==> src/rtl/eu_iqueue_ooo_pkg.sv <==
// Shared types for the out-of-order issue queue.
// The instruction payload type_iqueue_entry is the same one the in-order
// queue carries; the tag/source types describe the per-entry operand state.
package eu_iqueue_ooo_pkg;

    localparam int IQ_TAG_WIDTH = 6;

    typedef logic [IQ_TAG_WIDTH-1:0] type_reg_tag;

    typedef struct packed {
        type_reg_tag tag;
        logic        rdy;
    } type_iq_src;

    typedef struct packed {
        logic [3:0] opcode;
        logic [5:0] dst_tag;
        logic [5:0] imm;
    } type_iqueue_entry;

    typedef struct packed {
        type_iqueue_entry  payload;
        type_iq_src [1:0]  src;
    } type_iq_ooo_entry;

endpackage

==> src/rtl/eu_iqueue_ooo_if.sv <==
// Dispatch, wakeup and issue handshake bundle of the out-of-order issue queue.
// master: dispatch/EU/result side, slave: the queue itself.
interface eu_iqueue_ooo_if
    import eu_iqueue_ooo_pkg::*;
#(
    parameter int LOG2_QUEUE_LENGTH = 3,
    parameter int NUM_WAKEUP        = 2,
    parameter int TAG_WIDTH         = 6
);
    type_iqueue_entry                         dispatched_instr_i;
    logic [1:0][TAG_WIDTH-1:0]                dispatched_src_tag_i;
    logic [1:0]                               dispatched_src_rdy_i;
    logic                                     dispatched_instr_valid_i;
    logic                                     is_full_o;
    logic [NUM_WAKEUP-1:0][TAG_WIDTH-1:0]     wakeup_tag_i;
    logic [NUM_WAKEUP-1:0]                    wakeup_valid_i;
    type_iqueue_entry                         curr_instr_to_exec_o;
    logic                                     curr_instr_to_exec_valid_o;
    logic                                     ready_for_next_instr_i;
    logic                                     flush_i;
    logic [LOG2_QUEUE_LENGTH:0]               occupancy_o;

    modport master (
        output dispatched_instr_i, dispatched_src_tag_i, dispatched_src_rdy_i,
               dispatched_instr_valid_i, wakeup_tag_i, wakeup_valid_i,
               ready_for_next_instr_i, flush_i,
        input  is_full_o, curr_instr_to_exec_o, curr_instr_to_exec_valid_o,
               occupancy_o
    );

    modport slave (
        input  dispatched_instr_i, dispatched_src_tag_i, dispatched_src_rdy_i,
               dispatched_instr_valid_i, wakeup_tag_i, wakeup_valid_i,
               ready_for_next_instr_i, flush_i,
        output is_full_o, curr_instr_to_exec_o, curr_instr_to_exec_valid_o,
               occupancy_o
    );

endinterface

==> src/rtl/eu_iqueue_age_select.sv <==
// Oldest-first grant: an eligible entry wins when no other eligible entry is
// older than it. age[j][i] = 1 means entry j is older than entry i.
module eu_iqueue_age_select #(
    parameter int N = 8
) (
    input  logic [N-1:0][N-1:0] age,
    input  logic [N-1:0]        eligible,
    output logic [N-1:0]        grant
);

    // Knock out every eligible entry that has an older eligible competitor
    always_comb begin
        grant = '0;
        for (int i = 0; i < N; i++) begin
            grant[i] = eligible[i];
            for (int j = 0; j < N; j++) begin
                if (j != i && eligible[j] && age[j][i]) begin
                    grant[i] = 1'b0;
                end
            end
        end
    end

endmodule

==> src/rtl/eu_iqueue_ooo.sv <==
// Out-of-order issue queue for one execution unit.
// Entries wait for both source tags to be woken up by result buses, then the
// oldest ready entry is presented to the EU.
// Build option: EU_IQUEUE_WAKEUP_BYPASS_EN lets same-cycle wakeup matches feed
// eligibility directly (wakeup -> select -> output combinational path).
module eu_iqueue_ooo
    import eu_iqueue_ooo_pkg::*;
#(
    parameter int LOG2_QUEUE_LENGTH = 3,
    parameter int NUM_WAKEUP        = 2,
    parameter int TAG_WIDTH         = 6
) (
    input  logic           clk,
    input  logic           reset_n,
    eu_iqueue_ooo_if.slave bus
);

    localparam int N = 2**LOG2_QUEUE_LENGTH;
    localparam int PW = $bits(type_iqueue_entry);

    logic [N-1:0]               valid_q;
    type_iqueue_entry           payload_q [N];
    logic [1:0][TAG_WIDTH-1:0]  tag_q     [N];
    logic [1:0]                 rdy_q     [N];
    logic [N-1:0][N-1:0]        age_q;
    logic [LOG2_QUEUE_LENGTH:0] occ_q;

    logic [1:0]                 wake_hit  [N];
    logic [1:0]                 disp_hit;
    logic [1:0]                 rdy_eff   [N];
    logic [N-1:0]               eligible;
    logic [N-1:0]               grant;
    logic [N-1:0]               alloc_oh;
    logic [N-1:0]               issue_oh;
    logic [N-1:0]               valid_d;
    logic [LOG2_QUEUE_LENGTH:0] occ_d;
    logic [PW-1:0]              mux_bits;
    logic                       is_full;
    logic                       do_dispatch;
    logic                       do_issue;

    assign is_full     = &valid_q;
    assign do_dispatch = bus.dispatched_instr_valid_i && !is_full && !bus.flush_i;

    // Tag compare of every stored and incoming source against all valid buses
    always_comb begin
        disp_hit = '0;
        for (int i = 0; i < N; i++) begin
            wake_hit[i] = '0;
        end
        for (int s = 0; s < 2; s++) begin
            for (int b = 0; b < NUM_WAKEUP; b++) begin
                if (bus.wakeup_valid_i[b]) begin
                    if (bus.wakeup_tag_i[b] == bus.dispatched_src_tag_i[s]) begin
                        disp_hit[s] = 1'b1;
                    end
                    for (int i = 0; i < N; i++) begin
                        if (bus.wakeup_tag_i[b] == tag_q[i][s]) begin
                            wake_hit[i][s] = 1'b1;
                        end
                    end
                end
            end
        end
    end

    // Eligibility: valid with both operands ready
    always_comb begin
        eligible = '0;
        for (int i = 0; i < N; i++) begin
`ifdef EU_IQUEUE_WAKEUP_BYPASS_EN
            rdy_eff[i] = rdy_q[i] | wake_hit[i];
`else
            rdy_eff[i] = rdy_q[i];
`endif
            eligible[i] = valid_q[i] && (&rdy_eff[i]);
        end
    end

    eu_iqueue_age_select #(
        .N (N)
    ) u_age_select (
        .age      (age_q),
        .eligible (eligible),
        .grant    (grant)
    );

    // One-hot payload mux driven by the grant
    always_comb begin
        mux_bits = '0;
        for (int i = 0; i < N; i++) begin
            if (grant[i]) begin
                mux_bits = mux_bits | payload_q[i];
            end
        end
    end

    assign bus.curr_instr_to_exec_o       = type_iqueue_entry'(mux_bits);
    assign bus.curr_instr_to_exec_valid_o = |grant;
    assign bus.is_full_o                  = is_full;
    assign bus.occupancy_o                = occ_q;

    assign do_issue = bus.curr_instr_to_exec_valid_o && bus.ready_for_next_instr_i
                      && !bus.flush_i;
    assign issue_oh = do_issue ? grant : '0;

    // Lowest free slot, next valid vector and its population count
    always_comb begin
        alloc_oh = '0;
        for (int i = N-1; i >= 0; i--) begin
            if (!valid_q[i]) begin
                alloc_oh    = '0;
                alloc_oh[i] = 1'b1;
            end
        end
        if (!do_dispatch) begin
            alloc_oh = '0;
        end
        valid_d = bus.flush_i ? '0 : ((valid_q & ~issue_oh) | alloc_oh);
        occ_d = '0;
        for (int i = 0; i < N; i++) begin
            occ_d = occ_d + {{LOG2_QUEUE_LENGTH{1'b0}}, valid_d[i]};
        end
    end

    // Entry state, operand readiness and age matrix
    always_ff @(posedge clk or negedge reset_n) begin
        if (!reset_n) begin
            valid_q <= '0;
            age_q   <= '0;
            occ_q   <= '0;
            for (int i = 0; i < N; i++) begin
                payload_q[i] <= '0;
                tag_q[i]     <= '0;
                rdy_q[i]     <= '0;
            end
        end else begin
            valid_q <= valid_d;
            occ_q   <= occ_d;
            for (int i = 0; i < N; i++) begin
                if (valid_q[i]) begin
                    rdy_q[i] <= rdy_q[i] | wake_hit[i];
                end
            end
            for (int k = 0; k < N; k++) begin
                if (alloc_oh[k]) begin
                    payload_q[k] <= bus.dispatched_instr_i;
                    tag_q[k]     <= bus.dispatched_src_tag_i;
                    rdy_q[k]     <= bus.dispatched_src_rdy_i | disp_hit;
                    age_q[k]     <= '0;
                    for (int j = 0; j < N; j++) begin
                        if (j != k) begin
                            age_q[j][k] <= valid_q[j];
                        end
                    end
                end
            end
        end
    end

endmodule

==> src/flat_wrapper.sv <==
// flat-port wrapper written by rule: the top's interface ports become plain ports
module eu_iqueue_ooo_flat import eu_iqueue_ooo_pkg::*;
#(
    parameter int LOG2_QUEUE_LENGTH = 3,
    parameter int NUM_WAKEUP        = 2,
    parameter int TAG_WIDTH         = 6
)
  (clk, reset_n, bus_dispatched_instr_i, bus_dispatched_src_tag_i, bus_dispatched_src_rdy_i, bus_dispatched_instr_valid_i, bus_wakeup_tag_i, bus_wakeup_valid_i, bus_ready_for_next_instr_i, bus_flush_i, bus_is_full_o, bus_curr_instr_to_exec_o, bus_curr_instr_to_exec_valid_o, bus_occupancy_o);
  eu_iqueue_ooo_if #(.LOG2_QUEUE_LENGTH(LOG2_QUEUE_LENGTH), .NUM_WAKEUP(NUM_WAKEUP), .TAG_WIDTH(TAG_WIDTH)) bus_i ();
  input  logic clk;
  input  logic reset_n;
  input wire logic [$bits(bus_i.dispatched_instr_i)-1:0] bus_dispatched_instr_i;
  input wire logic [$bits(bus_i.dispatched_src_tag_i)-1:0] bus_dispatched_src_tag_i;
  input wire logic [$bits(bus_i.dispatched_src_rdy_i)-1:0] bus_dispatched_src_rdy_i;
  input wire logic [$bits(bus_i.dispatched_instr_valid_i)-1:0] bus_dispatched_instr_valid_i;
  input wire logic [$bits(bus_i.wakeup_tag_i)-1:0] bus_wakeup_tag_i;
  input wire logic [$bits(bus_i.wakeup_valid_i)-1:0] bus_wakeup_valid_i;
  input wire logic [$bits(bus_i.ready_for_next_instr_i)-1:0] bus_ready_for_next_instr_i;
  input wire logic [$bits(bus_i.flush_i)-1:0] bus_flush_i;
  output wire logic [$bits(bus_i.is_full_o)-1:0] bus_is_full_o;
  output wire logic [$bits(bus_i.curr_instr_to_exec_o)-1:0] bus_curr_instr_to_exec_o;
  output wire logic [$bits(bus_i.curr_instr_to_exec_valid_o)-1:0] bus_curr_instr_to_exec_valid_o;
  output wire logic [$bits(bus_i.occupancy_o)-1:0] bus_occupancy_o;
  assign bus_i.dispatched_instr_i = bus_dispatched_instr_i;
  assign bus_i.dispatched_src_tag_i = bus_dispatched_src_tag_i;
  assign bus_i.dispatched_src_rdy_i = bus_dispatched_src_rdy_i;
  assign bus_i.dispatched_instr_valid_i = bus_dispatched_instr_valid_i;
  assign bus_i.wakeup_tag_i = bus_wakeup_tag_i;
  assign bus_i.wakeup_valid_i = bus_wakeup_valid_i;
  assign bus_i.ready_for_next_instr_i = bus_ready_for_next_instr_i;
  assign bus_i.flush_i = bus_flush_i;
  assign bus_is_full_o = bus_i.is_full_o;
  assign bus_curr_instr_to_exec_o = bus_i.curr_instr_to_exec_o;
  assign bus_curr_instr_to_exec_valid_o = bus_i.curr_instr_to_exec_valid_o;
  assign bus_occupancy_o = bus_i.occupancy_o;
  eu_iqueue_ooo #(.LOG2_QUEUE_LENGTH(LOG2_QUEUE_LENGTH), .NUM_WAKEUP(NUM_WAKEUP), .TAG_WIDTH(TAG_WIDTH)) u_core (.clk(clk), .reset_n(reset_n), .bus(bus_i));
endmodule
==> config.mk <==
export PLATFORM = sky130hd
export DESIGN_NAME = eu_iqueue_ooo_flat
export DESIGN_NICKNAME = d
export VERILOG_FILES = /design/src/rtl/eu_iqueue_ooo_pkg.sv /design/src/rtl/eu_iqueue_ooo_if.sv /design/src/rtl/eu_iqueue_age_select.sv /design/src/rtl/eu_iqueue_ooo.sv /design/src/flat_wrapper.sv
export SDC_FILE = /design/constraint.sdc
export NUM_CORES = 1
export LEC_CHECK = 0
export BUFFER_PORTS_ARGS = -buffer_cell sky130_fd_sc_hd__buf_4
export CAP_MARGIN = 5
export CORE_AREA = 4 4 184 186
export CTS_CLUSTER_SIZE = 25
export DETAILED_ROUTE_END_ITERATION = 8
export DIE_AREA = 0 0 188 190
export HOLD_SLACK_MARGIN = 0.15
export PLACE_DENSITY = 0.67
export SLEW_MARGIN = 10
export SYNTH_ARGS = -nofsm -noshare
export SYNTH_HDL_FRONTEND = slang
export SYNTH_SLANG_ARGS = --single-unit
==> constraint.sdc <==
create_clock -name clk -period 7.2 [get_ports clk]
set_input_delay 0.36 -clock clk [delete_from_list [all_inputs] [get_ports clk]]
set_output_delay 0.36 -clock clk [all_outputs]
set_load 0.01 [all_outputs]
==> metrics.yaml <==
hold_violations: 0
placedCellCount: 2207
ys.flop_type: "dfrtp_1"
core-area_um2: 32290
synth_async_sr_flop_share: 1.000
p_per_area_nw_per_um2: 240.3
fillers: 2839
endpoint_kind: "flop"
synthCells: 1833
yosysSeqAreaShare: 0.4816
gp_congestion: 0.9428
via_per_inst: 5.727
drt_iter0_drc: 1306
fin_crit_sh: 0.6731
fin_hold_ws_ps: 277.3
leakagePower_nw: 8.967
grt.total_usage: 0.2744
fin_setup_tns_ps: 0
hp-start: "bus_dispatched_src_rdy_i[0]"
cap_violations: 0
layout_commonest_cell: "nand2_1"
start_util: 0.4957
antenna_left: 0
die-area_um2: 35720
grt_antenna_before_repair: 0
dr.pass1.iters: 6
cp-startpoint: "u_core.valid_q[1]"
synth_edf_count: 0
timing.rr.start: "u_core.valid_q[1]"
drc: 0
wl_um: 49210
finalPower_mw: 4.338
path_clk_slew_ps: 60
max-clock-path-buffers: 3
clkSinkCount: 308
wl_per_cell_um: 21.39
grt_pass1_vias: 13070
clk_latency_ps: 530
grtUsageMet3: 0.05284
drive_gt1_frac: 0.09467
yosys_warnings: 0
min_path_type: "in2reg"
io_pins: 71
rsz0062_at_grt: "no"
area_growth_syn_to_layout_pct: 12.79
r2r_setup_slack_ps: 2350
hpwl_um: 30260
stdcell_count: 2301
overflow: 0
port_buffers: 70
min_period_ps: 4847
syn_nets: 1889
root_buffer: "clkbuf_16"
grt_max_degree: 94
use_met2: 0.4561
setup_violations: 0
ir_drop_mv: 0.1745
tightest_slew_ps: 1236
numCtsBuffers: 35
path_class: "reg2reg"
yosysTopAreaCellShare: 0.4816
slew_viol_final: 0
synth.distinct_cells: 53
busiest_layer: "met2"
fp.dieH_um: 190
grt_pass1_wl_um: 76740
synth_area_leaders: "dfrtp_1 48%, nand2_1 14%, xor2_1 6.2%"
skew_ps: 10.51
diodes: 0
avgSynthCellArea_um2: 8.732
cts_max_level: 2
critPathRequiredTime_ps: 7590
fin_nets: 1890
path_max_fanout: 18
relSlewSlack: 0.1759
synth_top_cell_by_area: "dfrtp_1"
crit_arrival_ps: 5230
dr_total_vias: 13180
die_w_um: 188
finish.utilization: 0.5591
ys_seq_elements: 308
max_freq_mhz: 206.3
start_kind: "flop"
rows: 66
final_cell_mix: "589 x nand2_1, 308 x dfrtp_1, 113 x xor2_1"
status: "finished clean"
syn-cell-area_um2: 16010
cts_tree: "done"
use_met1: 0.3628
-- flip-flops by register name (all words and copies together) (netlist names) --
name / count
u_core.valid_q: 8
u_core.rdy_eff: 16
u_core.age_q: 56
u_core.payload_q: 128
u_core.tag_q: 96
u_core.bus.occupancy_o: 4
-- per-stage QoR --
stage / cell area, µm² / setup WS (ps)
after floorplan: 16010 / 3363
after global routing: 18050 / 2122
after CTS: 18050 / 2426
final: 18050 / 2353
after global placement: 16500 / 2534
after detailed placement: 16500 / 2451
-- Yosys cell counts (all sizes together), types with 2 or more instances --
cell type,n
o22a,5
nor4b,6
a2111oi,16
or2,2
a21oi,14
o21ai,56
nor4,39
a22oi,34
and3,8
xnor2,104
nor2,79
nand3,22
nand2,589
a41o,2
mux2,13
buf,97
clkbuf,56
ha,3
a22o,7
or4,2
nand4,93
nor3,58
a221oi,11
nor2b,2
inv,60
xor2,113
a21o,7
nand2b,2
o31ai,2
a211oi,5
fa,4
dfrtp,308
a211o,4
-- worst max-delay path: stages (launching register included) --
cell and delay, ps:
dfrtp_1 700, and3_1 380, nand4_1 180, nor3_4 860
a221oi_1 280, ha_1 350, inv_1 50, fa_1 470
inv_1 50, fa_1 470, inv_1 50, fa_1 350
inv_1 100, fa_1 410
-- per-layer routing --
metal / up-vias / wire length (µm)
li1: 6042 / -
met1: 6474 / 20720
met2: 539 / 23200
met3: 122 / 3663
met4: 0 / 1625
met5: - / 0
-- worst paths after layout --
kind	to	cells past startpoint
setup / recovery	u_core.bus.occupancy_o[1]	13
hold / removal	u_core.rdy_eff[0]	4
setup reg to reg	u_core.bus.occupancy_o[1]	13
hold reg to reg	u_core.payload_q[8]	2
max in group asynchronous	u_core.tag_q[40]	3
min in group asynchronous	u_core.bus.occupancy_o[1]	2
-- repair_timing --
action,in CTS,in global routing
resized for setup,0,0
hold endpoints to repair,285,0
setup buffers,0,0
endpoints found under the setup margin,0,0
hold buffers,32,0
-- cells by family (layout without fill, tap and decap cells) --
group                    count (synthesis)  in the layout  synth area share
XOR/XNOR                               217            217            0.1187
buffers and inverters                  213            239           0.06074
flip-flops                             308            308            0.4816
multiplexers                            13             13          0.009146
AO/OA/AOI/OAI                          168            168           0.07161
adder cells (fa/ha/maj)                  7              7          0.007349
AND/OR/NAND/NOR                        907            907            0.2509
-- report_power, final --
| part | internal [mW] | leakage [nW] | switching, mW | total (mW) |
|---|---|---|---|---|
| registers | 1.86 | 3.90 | 0.116 | 1.98 |
| clock network | 1.15 | 0.597 | 0.735 | 1.89 |
| logic | 0.192 | 4.47 | 0.281 | 0.473 |
-- cell type report --
| type | instances | area [µm²] | share of cell area |
|---|---|---|---|
| timing repair buffer | 117 | 965.9 | 0.05351 |
| multi-input combinational | 1312 | 7373 | 0.4084 |
| inverter | 60 | 225.2 | 0.01248 |
| clock inverter | 13 | 187.7 | 0.01040 |
| tap | 442 | 553.0 | 0.03063 |
| clock buffer | 49 | 1040 | 0.05760 |
| sequential | 308 | 7707 | 0.4269 |
Power figures use the tool's default switching activity.
